## src/rtl/usb_wb_bridge_pkg.sv

```systemverilog
// Shared types and defaults for the Wishbone-to-register-bus bridge.
package usb_wb_bridge_pkg;

    typedef enum logic [1:0] {
        ST_IDLE = 2'd0,
        ST_REQ  = 2'd1,
        ST_RESP = 2'd2
    } state_e;

    localparam int          DEF_TIMEOUT  = 255;
    localparam logic [31:0] DEF_ERR_DATA = 32'hDEAD_BEEF;

endpackage

```

## src/rtl/usb_wb_bridge_if.sv

```systemverilog
// Wishbone slave port plus register-bus master port of the bridge, bundled together.
interface usb_wb_bridge_if;

    logic        wbs_cyc_i;
    logic        wbs_stb_i;
    logic        wbs_we_i;
    logic [10:0] wbs_adr_i;
    logic [31:0] wbs_dat_i;
    logic [3:0]  wbs_sel_i;
    logic [31:0] wbs_dat_o;
    logic        wbs_ack_o;
    logic        wbs_err_o;

    logic        reg_cs;
    logic        reg_wr;
    logic [8:0]  reg_addr;
    logic [31:0] reg_wdata;
    logic [3:0]  reg_be;
    logic [31:0] reg_rdata;
    logic        reg_ack;

    // The bridge itself
    modport slave (
        input  wbs_cyc_i, wbs_stb_i, wbs_we_i, wbs_adr_i, wbs_dat_i, wbs_sel_i,
        output wbs_dat_o, wbs_ack_o, wbs_err_o,
        output reg_cs, reg_wr, reg_addr, reg_wdata, reg_be,
        input  reg_rdata, reg_ack
    );

    // The environment: Wishbone master and register-bus target
    modport master (
        output wbs_cyc_i, wbs_stb_i, wbs_we_i, wbs_adr_i, wbs_dat_i, wbs_sel_i,
        input  wbs_dat_o, wbs_ack_o, wbs_err_o,
        input  reg_cs, reg_wr, reg_addr, reg_wdata, reg_be,
        output reg_rdata, reg_ack
    );

endinterface

```

## src/rtl/usb_wb_bridge.sv

```systemverilog
// Single-outstanding Wishbone slave that forwards each access to a simple register bus,
// with a wait-cycle limit that turns a missing reg_ack into a Wishbone error.
module usb_wb_bridge
    import usb_wb_bridge_pkg::*;
#(
    parameter int          TIMEOUT  = DEF_TIMEOUT,
    parameter logic [31:0] ERR_DATA = DEF_ERR_DATA
) (
    input  logic            app_clk,
    input  logic            usb_rstn,
    usb_wb_bridge_if.slave  bus,
    output logic            tmo_flag_o
);

    localparam int            CW       = $clog2(TIMEOUT + 1);
    localparam logic [CW-1:0] CNT_LAST = CW'(TIMEOUT - 1);

    state_e      state_q, state_d;
    logic [CW-1:0] cnt_q, cnt_d;
    logic        alive_q, alive_d;
    logic        reg_cs_q, reg_cs_d;
    logic        reg_wr_q, reg_wr_d;
    logic [8:0]  reg_addr_q, reg_addr_d;
    logic [31:0] reg_wdata_q, reg_wdata_d;
    logic [3:0]  reg_be_q, reg_be_d;
    logic [31:0] dat_q, dat_d;
    logic        ack_q, ack_d;
    logic        err_q, err_d;
    logic        tmo_q, tmo_d;
    logic        master_here;

    // Responses are only reported if the master kept cyc high for the whole access.
    assign master_here = alive_q & bus.wbs_cyc_i;

    always_comb begin
        state_d     = state_q;
        cnt_d       = cnt_q;
        alive_d     = alive_q;
        reg_cs_d    = reg_cs_q;
        reg_wr_d    = reg_wr_q;
        reg_addr_d  = reg_addr_q;
        reg_wdata_d = reg_wdata_q;
        reg_be_d    = reg_be_q;
        dat_d       = dat_q;
        ack_d       = 1'b0;
        err_d       = 1'b0;
        tmo_d       = tmo_q;

        case (state_q)
            ST_IDLE: begin
                if (bus.wbs_cyc_i && bus.wbs_stb_i) begin
                    reg_wr_d    = bus.wbs_we_i;
                    reg_addr_d  = bus.wbs_adr_i[10:2];
                    reg_wdata_d = bus.wbs_dat_i;
                    reg_be_d    = bus.wbs_sel_i;
                    reg_cs_d    = 1'b1;
                    cnt_d       = '0;
                    alive_d     = 1'b1;
                    state_d     = ST_REQ;
                end
            end
            ST_REQ: begin
                cnt_d   = cnt_q + CW'(1);
                alive_d = master_here;
                // reg_ack is checked first so a late ack on the last wait cycle still wins.
                if (bus.reg_ack) begin
                    reg_cs_d = 1'b0;
                    dat_d    = reg_wr_q ? 32'h0 : bus.reg_rdata;
                    ack_d    = master_here;
                    state_d  = ST_RESP;
                end else if (cnt_q == CNT_LAST) begin
                    reg_cs_d = 1'b0;
                    dat_d    = ERR_DATA;
                    err_d    = master_here;
                    tmo_d    = 1'b1;
                    state_d  = ST_RESP;
                end
            end
            ST_RESP: begin
                state_d = ST_IDLE;
            end
            default: begin
                state_d = ST_IDLE;
            end
        endcase
    end

    always_ff @(posedge app_clk or negedge usb_rstn) begin
        if (!usb_rstn) begin
            state_q     <= ST_IDLE;
            cnt_q       <= '0;
            alive_q     <= 1'b0;
            reg_cs_q    <= 1'b0;
            reg_wr_q    <= 1'b0;
            reg_addr_q  <= '0;
            reg_wdata_q <= '0;
            reg_be_q    <= '0;
            dat_q       <= '0;
            ack_q       <= 1'b0;
            err_q       <= 1'b0;
            tmo_q       <= 1'b0;
        end else begin
            state_q     <= state_d;
            cnt_q       <= cnt_d;
            alive_q     <= alive_d;
            reg_cs_q    <= reg_cs_d;
            reg_wr_q    <= reg_wr_d;
            reg_addr_q  <= reg_addr_d;
            reg_wdata_q <= reg_wdata_d;
            reg_be_q    <= reg_be_d;
            dat_q       <= dat_d;
            ack_q       <= ack_d;
            err_q       <= err_d;
            tmo_q       <= tmo_d;
        end
    end

    assign bus.reg_cs    = reg_cs_q;
    assign bus.reg_wr    = reg_wr_q;
    assign bus.reg_addr  = reg_addr_q;
    assign bus.reg_wdata = reg_wdata_q;
    assign bus.reg_be    = reg_be_q;
    assign bus.wbs_dat_o = dat_q;
    assign bus.wbs_ack_o = ack_q;
    assign bus.wbs_err_o = err_q;
    assign tmo_flag_o    = tmo_q;

endmodule

```

## src/flat_wrapper.sv

```systemverilog
// flat-port wrapper written by rule: the top's interface ports become plain ports
module usb_wb_bridge_flat import usb_wb_bridge_pkg::*;
#(
    parameter int          TIMEOUT  = DEF_TIMEOUT,
    parameter logic [31:0] ERR_DATA = DEF_ERR_DATA
)
  (app_clk, usb_rstn, tmo_flag_o, bus_wbs_cyc_i, bus_wbs_stb_i, bus_wbs_we_i, bus_wbs_adr_i, bus_wbs_dat_i, bus_wbs_sel_i, bus_wbs_dat_o, bus_wbs_ack_o, bus_wbs_err_o, bus_reg_cs, bus_reg_wr, bus_reg_addr, bus_reg_wdata, bus_reg_be, bus_reg_rdata, bus_reg_ack);
  usb_wb_bridge_if bus_i ();
  input  logic app_clk;
  input  logic usb_rstn;
  output logic tmo_flag_o;
  input wire logic [$bits(bus_i.wbs_cyc_i)-1:0] bus_wbs_cyc_i;
  input wire logic [$bits(bus_i.wbs_stb_i)-1:0] bus_wbs_stb_i;
  input wire logic [$bits(bus_i.wbs_we_i)-1:0] bus_wbs_we_i;
  input wire logic [$bits(bus_i.wbs_adr_i)-1:0] bus_wbs_adr_i;
  input wire logic [$bits(bus_i.wbs_dat_i)-1:0] bus_wbs_dat_i;
  input wire logic [$bits(bus_i.wbs_sel_i)-1:0] bus_wbs_sel_i;
  output wire logic [$bits(bus_i.wbs_dat_o)-1:0] bus_wbs_dat_o;
  output wire logic [$bits(bus_i.wbs_ack_o)-1:0] bus_wbs_ack_o;
  output wire logic [$bits(bus_i.wbs_err_o)-1:0] bus_wbs_err_o;
  output wire logic [$bits(bus_i.reg_cs)-1:0] bus_reg_cs;
  output wire logic [$bits(bus_i.reg_wr)-1:0] bus_reg_wr;
  output wire logic [$bits(bus_i.reg_addr)-1:0] bus_reg_addr;
  output wire logic [$bits(bus_i.reg_wdata)-1:0] bus_reg_wdata;
  output wire logic [$bits(bus_i.reg_be)-1:0] bus_reg_be;
  input wire logic [$bits(bus_i.reg_rdata)-1:0] bus_reg_rdata;
  input wire logic [$bits(bus_i.reg_ack)-1:0] bus_reg_ack;
  assign bus_i.wbs_cyc_i = bus_wbs_cyc_i;
  assign bus_i.wbs_stb_i = bus_wbs_stb_i;
  assign bus_i.wbs_we_i = bus_wbs_we_i;
  assign bus_i.wbs_adr_i = bus_wbs_adr_i;
  assign bus_i.wbs_dat_i = bus_wbs_dat_i;
  assign bus_i.wbs_sel_i = bus_wbs_sel_i;
  assign bus_wbs_dat_o = bus_i.wbs_dat_o;
  assign bus_wbs_ack_o = bus_i.wbs_ack_o;
  assign bus_wbs_err_o = bus_i.wbs_err_o;
  assign bus_reg_cs = bus_i.reg_cs;
  assign bus_reg_wr = bus_i.reg_wr;
  assign bus_reg_addr = bus_i.reg_addr;
  assign bus_reg_wdata = bus_i.reg_wdata;
  assign bus_reg_be = bus_i.reg_be;
  assign bus_i.reg_rdata = bus_reg_rdata;
  assign bus_i.reg_ack = bus_reg_ack;
  usb_wb_bridge #(.TIMEOUT(TIMEOUT), .ERR_DATA(ERR_DATA)) u_core (.app_clk(app_clk), .usb_rstn(usb_rstn), .bus(bus_i), .tmo_flag_o(tmo_flag_o));
endmodule
```

## config.mk

```make
export PLATFORM = sky130hd
export DESIGN_NAME = usb_wb_bridge_flat
export DESIGN_NICKNAME = d
export VERILOG_FILES = /design/src/rtl/usb_wb_bridge_pkg.sv /design/src/rtl/usb_wb_bridge_if.sv /design/src/rtl/usb_wb_bridge.sv /design/src/flat_wrapper.sv
export SDC_FILE = /design/constraint.sdc
export NUM_CORES = 1
export LEC_CHECK = 0
export BUFFER_PORTS_ARGS = -buffer_cell sky130_fd_sc_hd__buf_2
export CORE_UTILIZATION = 29
export DETAILED_ROUTE_END_ITERATION = 10
export GPL_ROUTABILITY_DRIVEN = 0
export PLACE_DENSITY_LB_ADDON = 0.1
export SYNTH_ARGS = -nofsm -noshare
export SYNTH_HDL_FRONTEND = slang
export SYNTH_SLANG_ARGS = --single-unit
export TNS_END_PERCENT = 30
```

## constraint.sdc

```tcl
create_clock -name app_clk -period 1.6 [get_ports app_clk]
set_input_delay 0.16 -clock app_clk [delete_from_list [all_inputs] [get_ports app_clk]]
set_output_delay 0.16 -clock app_clk [all_outputs]
set_load 0.01 [all_outputs]
```

==> impl_metrics.toml, run 1 <==
[global_route]
grt_first_pass_wirelength_microns = 17500
overflow = 0
grt_pass1_vias = 3616
grt_max_degree = 50
grt_use_total = 0.158
antenna_found_initial = 0

[timing]
finalSetupViolations = 0
whs_ns = 0.0120
worstMarginPinSlew_ns = 0.514
drv_slew = 0
grt_setup_unrepaired = "false"
hold_viol = 0
fmax_mhz = 664
clock_skew_ns = 0.00607
fin_crit_sh = 0.941
finalWorstSetupSlack_ns = 0.0938
max-slew-margin-rel = 0.656
min_period_ns = 1.51
finalSetupTns_ns = 0

[detailed_routing]
vias = 3560
routed_wl_microns = 10400
dr_wl_met2_microns = 4980
firstDrtPassIters = 6
antenna_left = 0
wl_met1_microns = 4660
drc = 0
post_drt_wl_per_cell_microns = 13.1
viasPerCell = 4.47
drtIter0Drc = 134
wl_met3_microns = 561
top_layer = "met4"

[final_layout]
layout_common_cells = "buf_2 (163), nand2_1 (148), dfrtp_1 (93)"
design.final.nets = 702
final_common_cell = "buf_2"
diodes = 0
area_delta_synth_final_pct = 44.3
finalInstanceArea_sq_um = 5670
drive_gt1_frac = 0.323

[power_and_ir_drop]
clockPowerShare = 0.284
sw_frac_of_total = 0.319
ir_worst_vdd_mv = 0.536
combPwrFrac = 0.287
p_sw_uw = 2530
power_density_nw_per_um2 = 1400
p_total_uw = 7940
p_leak_uw = 0.00288
internal-power_uw = 5410
power_frac_seq = 0.429

[synth]
netlist_area_sq_um = 3930
avgSynthCellArea_sq_um = 9.41
postSynthNetCount = 505
synth-seq-cells = 93
synthCells = 418
ys_types = 32
ys_warn_count = 0
yosysSeqAreaShare = 0.592

[clock_tree]
cts_root_buffer = "clkbuf_16"
clock-sinks = 93
cts_tree = "done"
clock_latency_ns = 0.34
cts.path.max_buffers = 2
clkTransAtPathRegs_ns = 0.07
htree_levels = 3
numCtsBuffers = 9
cts_setup_buffers = 0

[worst_setup_path]
r2r_setup_slack_ns = 0.09
worstPathMaxFanout = 7
crit_path_end_kind = "flip-flop"
arrival_ns = 1.73
reg2reg_depth = 6
worst_r2r_endpoint = "u_core.bus.wbs_dat_o[24]"
worstPathRequired_ns = 1.82
critical_path_class = "reg2reg"
cp-start-kind = "flip-flop"
crit_path_end = "u_core.bus.wbs_dat_o[24]"
timing.rr.start = "u_core.cnt_q[0]"
startpoint = "u_core.cnt_q[0]"

[place]
place_area_sq_um = 5030
place_ws_ns = 0.0427
hpwlAfterDp_microns = 6930
io_buffers = 164

[outcome]
status = "completed"

[die]
start_util = 0.297
io_pins = 167
die_w_microns = 118
dieArea_sq_um = 14000
fp-row-count = 42
core-area_sq_um = 13200
die_height_microns = 118

[min_path]
hold_class = "in2reg"

[flow_run]
max_cap_violations = 0
[stage by stage]
| step | util | instances |
|---|---|---|
| floorplan | - | 418 |
| CTS | 0.428 | 796 |
| global placement | 0.380 | 747 |
| finish | 0.428 | 796 |
| detailed placement | 0.380 | 747 |
| global route | 0.428 | 796 |
[state kept, by name (all words and copies together), names as in the netlist]
signal / cells
u_core.bus.reg_wdata: 32
u_core.bus.wbs_ack_o: 1
u_core.bus.wbs_err_o: 1
u_core.state_q: 2
u_core.bus.reg_be: 4
u_core.alive_q: 1
u_core.bus.reg_cs: 1
u_core.bus.reg_wr: 1
u_core.tmo_flag_o: 1
u_core.bus.reg_addr: 9
u_core.cnt_q: 8
u_core.bus.wbs_dat_o: 32
[final cells by class]
class                           count  area [sq um]
Clock buffer                       11           233
Clock inverter                      5          75.1
Fill cell                        1370          7570
Inverter                            2          7.51
Multi-Input combinational cell    297          1490
Sequential cell                    93          2330
Tap cell                          176           220
Timing Repair Buffer              212          1320
[what timing repair did]
action,in CTS,in global routing
hold endpoints to repair,53,0
gates resized for setup,0,4
hold buffers,33,0
endpoints found under the setup margin,0,11
[power by group through the flow]
stage	Combinational, uW	Clock [uW]	Sequential [uW]
5_1_grt	2570	2430	3510
4_1_cts	2310	2330	3410
3_3_place_gp	2210	0	3420
3_5_place_dp	2250	0	3440
6_report	2280	2250	3410
2_1_floorplan	860	0	3720
[kinds of logic (layout without fill, tap and decap cells)]
| kind of cell | Yosys count | after routing | share of synthesized area |
|---|---|---|---|
| compound gates | 91 | 91 | 0.133 |
| fa+ha+maj | 2 | 2 | 0.00636 |
| buf+inv | 28 | 230 | 0.0315 |
| flops | 93 | 93 | 0.592 |
| mux | 4 | 4 | 0.0102 |
| simple gates | 200 | 200 | 0.227 |
[how the worst min path moves through the flow]
stage                                  from                  endpoint  slack [ns]  cells after the start
final                      bus_wbs_adr_i[3]    u_core.bus.reg_addr[1]        0.01                      3
after global routing       bus_wbs_adr_i[8]    u_core.bus.reg_addr[6]        0.01                      3
after CTS                 bus_wbs_dat_i[27]  u_core.bus.reg_wdata[27]       0.002                      3
after detailed placement           usb_rstn  u_core.bus.wbs_dat_o[14]         0.1                      1
after global placement             usb_rstn  u_core.bus.wbs_dat_o[14]         0.1                      1
after floorplan                    usb_rstn            u_core.alive_q       -0.14                      0
[metal layers]
layer	vias to the layer above	GRT usage
met5	-	0
met4	0	0.0783
met3	16	0.0381
met2	117	0.254
met1	1655	0.198
li1	1772	-
[Yosys cell counts, drive strengths merged]
library cell | n | area, sq um
a21o | 1 | 7.51
a21oi | 2 | 21.3
a221o | 8 | 80.1
a31oi | 2 | 12.5
a41oi | 1 | 8.76
and2 | 9 | 56.3
and2b | 1 | 7.51
and3 | 2 | 12.5
and4 | 1 | 11.3
and4bb | 1 | 12.5
buf | 10 | 56.3
clkbuf | 16 | 60.1
dfrtp | 93 | 2330
ha | 2 | 25.0
inv | 2 | 7.51
mux2i | 4 | 40.0
nand2 | 148 | 556
nand2b | 2 | 12.5
nand3 | 5 | 25.0
nand3b | 1 | 7.51
nand4 | 1 | 6.26
nand4bb | 1 | 11.3
nor2 | 2 | 7.51
nor2b | 24 | 150
nor3b | 1 | 12.5
nor4 | 1 | 6.26
o21ai | 75 | 375
o22a | 1 | 8.76
o31ai | 1 | 7.51
[worst max-delay path, stage by stage, from the launching register on]
cell	delay, ns
dfrtp_1	0.40
inv_2	0.07
ha_1	0.15
and3_4	0.19
a21oi_4	0.07
buf_4	0.16
a221o_1	0.35
Power figures use the tool's default switching activity.
==> run 2: changes to the inputs <==
--- a/config.mk
+++ b/config.mk
@@ -7,9 +7,11 @@
 export LEC_CHECK = 0
 export BUFFER_PORTS_ARGS = -buffer_cell sky130_fd_sc_hd__buf_2
 export CORE_UTILIZATION = 29
+export CTS_BUF_LIST = sky130_fd_sc_hd__clkbuf_4
 export DETAILED_ROUTE_END_ITERATION = 10
 export GPL_ROUTABILITY_DRIVEN = 0
 export PLACE_DENSITY_LB_ADDON = 0.1
+export SLEW_MARGIN = 20
 export SYNTH_ARGS = -nofsm -noshare
 export SYNTH_HDL_FRONTEND = slang
 export SYNTH_SLANG_ARGS = --single-unit
==> run 2 against run 1 <==
  * Core utilization grew 0.68 points
  * Critical path depth is the same
  * First-iteration DRC count grew 13%
  * Global-route usage grew 0.53 points
  * Via count grew 3.1%
  * Worst hold slack gained 0.065 ns
  * Clock skew grew 0.0056 ns
  * Final cell count grew 3.0%
  * Sequential share of layout area shrank 0.64 points
  * Final area grew 1.6%
  * Routed wire length grew 3.9%
  * Clock-buffer cell count is the same
==> impl_metrics.toml, run 2 (synthesis results as in run 1) <==
[die]
die_height_microns = 118
start_util = 0.297
io_pins = 167
fp-row-count = 42
die_w_microns = 118
dieArea_sq_um = 14000
core-area_sq_um = 13200

[clock_tree]
clkTransAtPathRegs_ns = 0.15
cts.path.max_buffers = 2
cts_setup_buffers = 0
clock_latency_ns = 0.46
cts_tree = "done"
clock-sinks = 93
htree_levels = 3
numCtsBuffers = 9
cts_root_buffer = "clkbuf_4"

[detailed_routing]
drtIter0Drc = 151
drc = 0
firstDrtPassIters = 5
post_drt_wl_per_cell_microns = 13.2
routed_wl_microns = 10800
viasPerCell = 4.47
antenna_left = 0
vias = 3669

[final_layout]
diodes = 0
multi_input_area_sq_um = 1490
final_common_cell = "buf_2"
seq_area_sq_um = 2330
layout_common_cells = "buf_2 (163), nand2_1 (148), dfrtp_1 (93)"
post-route-util = 0.435
nFillCells = 1366
drive_gt1_frac = 0.314
design.final.nets = 726
area_delta_synth_final_pct = 46.6
stdcell_count = 820

[min_path]
hold_class = "in2reg"
hold_path_end = "u_core.bus.wbs_dat_o[26]"
hp-start = "bus_reg_rdata[26]"
whs_path_depth = 4

[timing]
fin_crit_sh = 0.949
max-slew-margin-rel = 0.654
drv_slew = 0
finalSetupViolations = 0
grt_setup_unrepaired = "false"
finalSetupTns_ns = 0
worstMarginPinSlew_ns = 0.517
hold_viol = 0
fmax_mhz = 659
clock_skew_ns = 0.0117
min_period_ns = 1.52

[worst_setup_path]
arrival_ns = 1.88
crit_path_end_kind = "flip-flop"
worst_r2r_endpoint = "u_core.bus.wbs_dat_o[24]"
reg2reg_depth = 6
cp-start-kind = "flip-flop"
worstPathRequired_ns = 1.97
critical_path_class = "reg2reg"
r2r_setup_slack_ns = 0.08
worstPathMaxFanout = 7
timing.rr.start = "u_core.cnt_q[0]"

[power_and_ir_drop]
power_density_nw_per_um2 = 1250
p_leak_uw = 0.00291
ir_worst_vdd_mv = 0.504

[place]
hpwlAfterDp_microns = 6930
io_buffers = 164
dp_cells = 747

[global_route]
grt_max_degree = 50
grt_first_pass_wirelength_microns = 18200
grt_pass1_vias = 3732
antenna_found_initial = 0
overflow = 0
grt_use_total = 0.163

[outcome]
status = "completed"

[flow_run]
max_cap_violations = 0
## run 2: cell types whose count changed in the layout (fill, tap and decap cells not counted)
cell           previous run  this run
clkbuf_4                  0        11
clkbuf_1                  2         0
clkbuf_16                 9         0
dlygate4sd3_1            33        57
## run 2: worst max-delay path by stage
| stage | start | endpoint | slack (ns) | depth (start not counted) |
|---|---|---|---|---|
| after CTS | u_core.cnt_q[0] | u_core.bus.wbs_dat_o[4] | 0.02 | 6 |
| after floorplan | u_core.cnt_q[0] | u_core.bus.wbs_dat_o[22] | 0.16 | 6 |
| after global routing | u_core.cnt_q[0] | u_core.bus.wbs_dat_o[24] | 0.03 | 6 |
| after global placement | u_core.cnt_q[0] | u_core.bus.wbs_dat_o[29] | 0.07 | 6 |
| after detailed placement | u_core.cnt_q[0] | u_core.bus.wbs_dat_o[8] | 0.04 | 6 |
| final | u_core.cnt_q[0] | u_core.bus.wbs_dat_o[24] | 0.08 | 6 |
## run 2: routing by layer
layer | GRT usage | up-vias | share of wire
met1 | 0.206 | 1711 | 0.45
met2 | 0.264 | 116 | 0.48
li1 | - | 1823 | -
met5 | 0 | - | 0
met3 | 0.0376 | 19 | 0.055
met4 | 0.0759 | 0 | 0.021
## run 2: metrics by stage
step	setup WS (ns)	hold WS [ns]	cell area, sq um	power (uW)
finish	0.0821	0.0775	5760	7220
floorplan	0.155	-0.136	3930	4580
CTS	0.0219	0.0275	5760	7300
global route	0.0294	0.0773	5760	7750
global placement	0.0722	0.0998	5030	5630
detailed placement	0.0427	0.0981	5030	5690
## run 2: area by class of cell
cell class | count | area share
flip-flops and latches | 93 | 0.404
repair buffers | 236 | 0.271
multi-input cells | 297 | 0.259
well taps | 176 | 0.0382
clock buffers | 11 | 0.0143
clock inverters | 5 | 0.0130
inverters | 2 | 0.00130
## run 2: what timing repair did
| action | in CTS | in global routing |
|---|---|---|
| gates resized for setup | 0 | 4 |
| hold buffers | 57 | 0 |
| endpoints found under the setup margin | 0 | 17 |
| hold endpoints to repair | 151 | 0 |
## run 2: power breakdown
| group | internal, uW | leakage (uW) | switching (uW) | total, uW |
|---|---|---|---|---|
| combinational | 1060 | 0.00171 | 1270 | 2330 |
| sequential | 3010 | 0.00112 | 389 | 3400 |
| clock | 663 | 0.0000906 | 820 | 1480 |
| total | 4730 | 0.00291 | 2480 | 7220 |
## run 2: critical path, stage by stage, from the launching register on
cell,delay (ns)
dfrtp_1,0.43
inv_2,0.07
ha_1,0.15
and3_4,0.19
a21oi_4,0.07
buf_4,0.16
a221o_1,0.35
==> run 3: changes to the inputs <==
==> constraint.sdc (replaced) <==
create_clock -name app_clk -period 1.4 [get_ports app_clk]
set_input_delay 0.14 -clock app_clk [delete_from_list [all_inputs] [get_ports app_clk]]
set_output_delay 0.14 -clock app_clk [all_outputs]
set_load 0.01 [all_outputs]
==> run 3 against run 2 <==
  * The flow now finishes with violations (negative setup slack)
  * Die area did not move
  * Final cell count rose by 0.73%
  * Critical path depth is the same
  * Final area is 0.87% higher
  * Power grew 10%
  * Routed wire length is 0.54% lower
  * Critical endpoint is now u_core.bus.wbs_dat_o[14]
==> impl_metrics.toml, run 3 (synthesis results as in run 1) <==
[outcome]
status = "complete, but fails checks"
violations = "negative setup slack"

[timing]
max-slew-margin-rel = 0.670
worstMarginPinSlew_ns = 0.495
grt_setup_unrepaired = "true"
clock_skew_ns = 0.0118
hold_viol = 0
fin_crit_sh = 1.04
finalWorstSetupSlack_ns = -0.0536
min_period_ns = 1.45
fmax_mhz = 688
drv_slew = 0
finalSetupViolations = 22

[power_and_ir_drop]
p_total_uw = 7970
clockPowerShare = 0.160
ir_worst_vdd_mv = 0.572
sw_frac_of_total = 0.350
internal-power_uw = 5180
p_sw_uw = 2790
combPwrFrac = 0.356
power_density_nw_per_um2 = 1370
power_frac_seq = 0.484
p_leak_uw = 0.00294

[final_layout]
post-route-util = 0.439
area_delta_synth_final_pct = 47.9
final_common_cell = "buf_2"
diodes = 0
design.final.nets = 732
stdcell_count = 826
drive_gt1_frac = 0.317
finalInstanceArea_sq_um = 5810
layout_common_cells = "buf_2 (162), nand2_1 (148), dfrtp_1 (93)"

[detailed_routing]
drtIter0Drc = 210
antenna_left = 0
routed_wl_microns = 10800
viasPerCell = 4.46
vias = 3680
firstDrtPassIters = 4
post_drt_wl_per_cell_microns = 13.1
drc = 0

[place]
dp_cells = 751
place_area_sq_um = 5070
hpwlAfterDp_microns = 6790
io_buffers = 164

[global_route]
overflow = 0
grt_pass1_vias = 3596
antenna_found_initial = 0
grt_first_pass_wirelength_microns = 17800
grt_max_degree = 94
grt_use_total = 0.159

[die]
dieArea_sq_um = 14000
fp-row-count = 42
die_height_microns = 118
die_w_microns = 118
core-area_sq_um = 13200
io_pins = 167
start_util = 0.297

[clock_tree]
cts.path.max_buffers = 2
clock_latency_ns = 0.45
clkTransAtPathRegs_ns = 0.13
htree_levels = 3
cts_root_buffer = "clkbuf_4"
numCtsBuffers = 9
clock-sinks = 93
cts_tree = "done"

[worst_setup_path]
critical_path_class = "reg2reg"
cp-start-kind = "flip-flop"
arrival_ns = 1.79
crit_path_end_kind = "flip-flop"
worstPathMaxFanout = 15
worstPathRequired_ns = 1.74

[min_path]
hold_class = "in2reg"

[flow_run]
max_cap_violations = 0
[run 3: cell count changes in the layout (fill, tap and decap cells not counted), moves of 2 or more]
cell	previous run	this run
buf_12	4	6
clkinv_1	0	4
o21ai_1	7	22
o21ai_0	68	52
clkinv_2	3	0
bufinv_16	2	0
buf_4	11	15
[run 3: final cells by class]
type,count,area [sq um]
Tap cell,176,220
Clock inverter,4,15.0
Clock buffer,12,90.1
Inverter,2,7.51
Fill cell,1329,7430
Sequential cell,93,2330
Multi-Input combinational cell,297,1500
Timing Repair Buffer,242,1650
[run 3: path summary, 6_finish.rpt]
check / from / endpoint / slack (ns) / cells after the start
max: u_core.cnt_q[0] / u_core.bus.wbs_dat_o[14] / -0.05 / 6
min: bus_reg_rdata[3] / u_core.bus.wbs_dat_o[3] / 0.08 / 4
max reg2reg: u_core.cnt_q[0] / u_core.bus.wbs_dat_o[14] / -0.05 / 6
min reg2reg: u_core.bus.reg_wdata[29] / u_core.bus.reg_wdata[29] / 0.48 / 2
max in group asynchronous: usb_rstn / u_core.bus.wbs_dat_o[25] / 0.77 / 3
min in group asynchronous: usb_rstn / u_core.bus.wbs_dat_o[22] / 0.28 / 3
[run 3: routing by layer]
| metal | vias up | GRT usage | part of all wire | wire length, microns |
|---|---|---|---|---|
| met2 | 109 | 0.264 | 0.47 | 5060 |
| li1 | 1834 | - | - | - |
| met5 | - | 0 | 0 | 0 |
| met3 | 12 | 0.0357 | 0.049 | 528 |
| met4 | 0 | 0.0665 | 0.017 | 184 |
| met1 | 1725 | 0.200 | 0.46 | 5010 |
[run 3: stage by stage]
stage	hold WS (ns)	TNS (ns)	setup slack [ns]
finish	0.0802	-0.565	-0.0536
floorplan	-0.156	-0.000565	-0.000188
CTS	0.0245	-1.08	-0.0640
detailed placement	0.245	-0.726	-0.0456
global placement	0.241	-0.0900	-0.0133
global route	0.0661	-2.50	-0.104
[run 3: timing repair]
action                     4_1_cts  5_1_grt
pin swaps                        5        4
cloned                           0        1
setup endpoints to repair       31       32
setup buffers                    1        0
hold endpoints to repair       151        0
hold buffers                    57        0
gates resized for setup         20        3
[run 3: power groups by stage]
stage / registers [uW] / logic, uW / clock network [uW]
floorplan: 4260 / 986 / 0
global placement: 3880 / 2610 / 0
detailed placement: 3900 / 2660 / 0
CTS: 3860 / 2860 / 1350
global route: 3970 / 3160 / 1440
finish: 3860 / 2840 / 1270
[run 3: worst max-delay path, cell delays in order (launching register included)]
cell	delay (ns)
dfrtp_1	0.42
inv_2	0.06
ha_1	0.13
and3_4	0.18
a21oi_4	0.06
buf_12	0.15
a221o_1	0.34
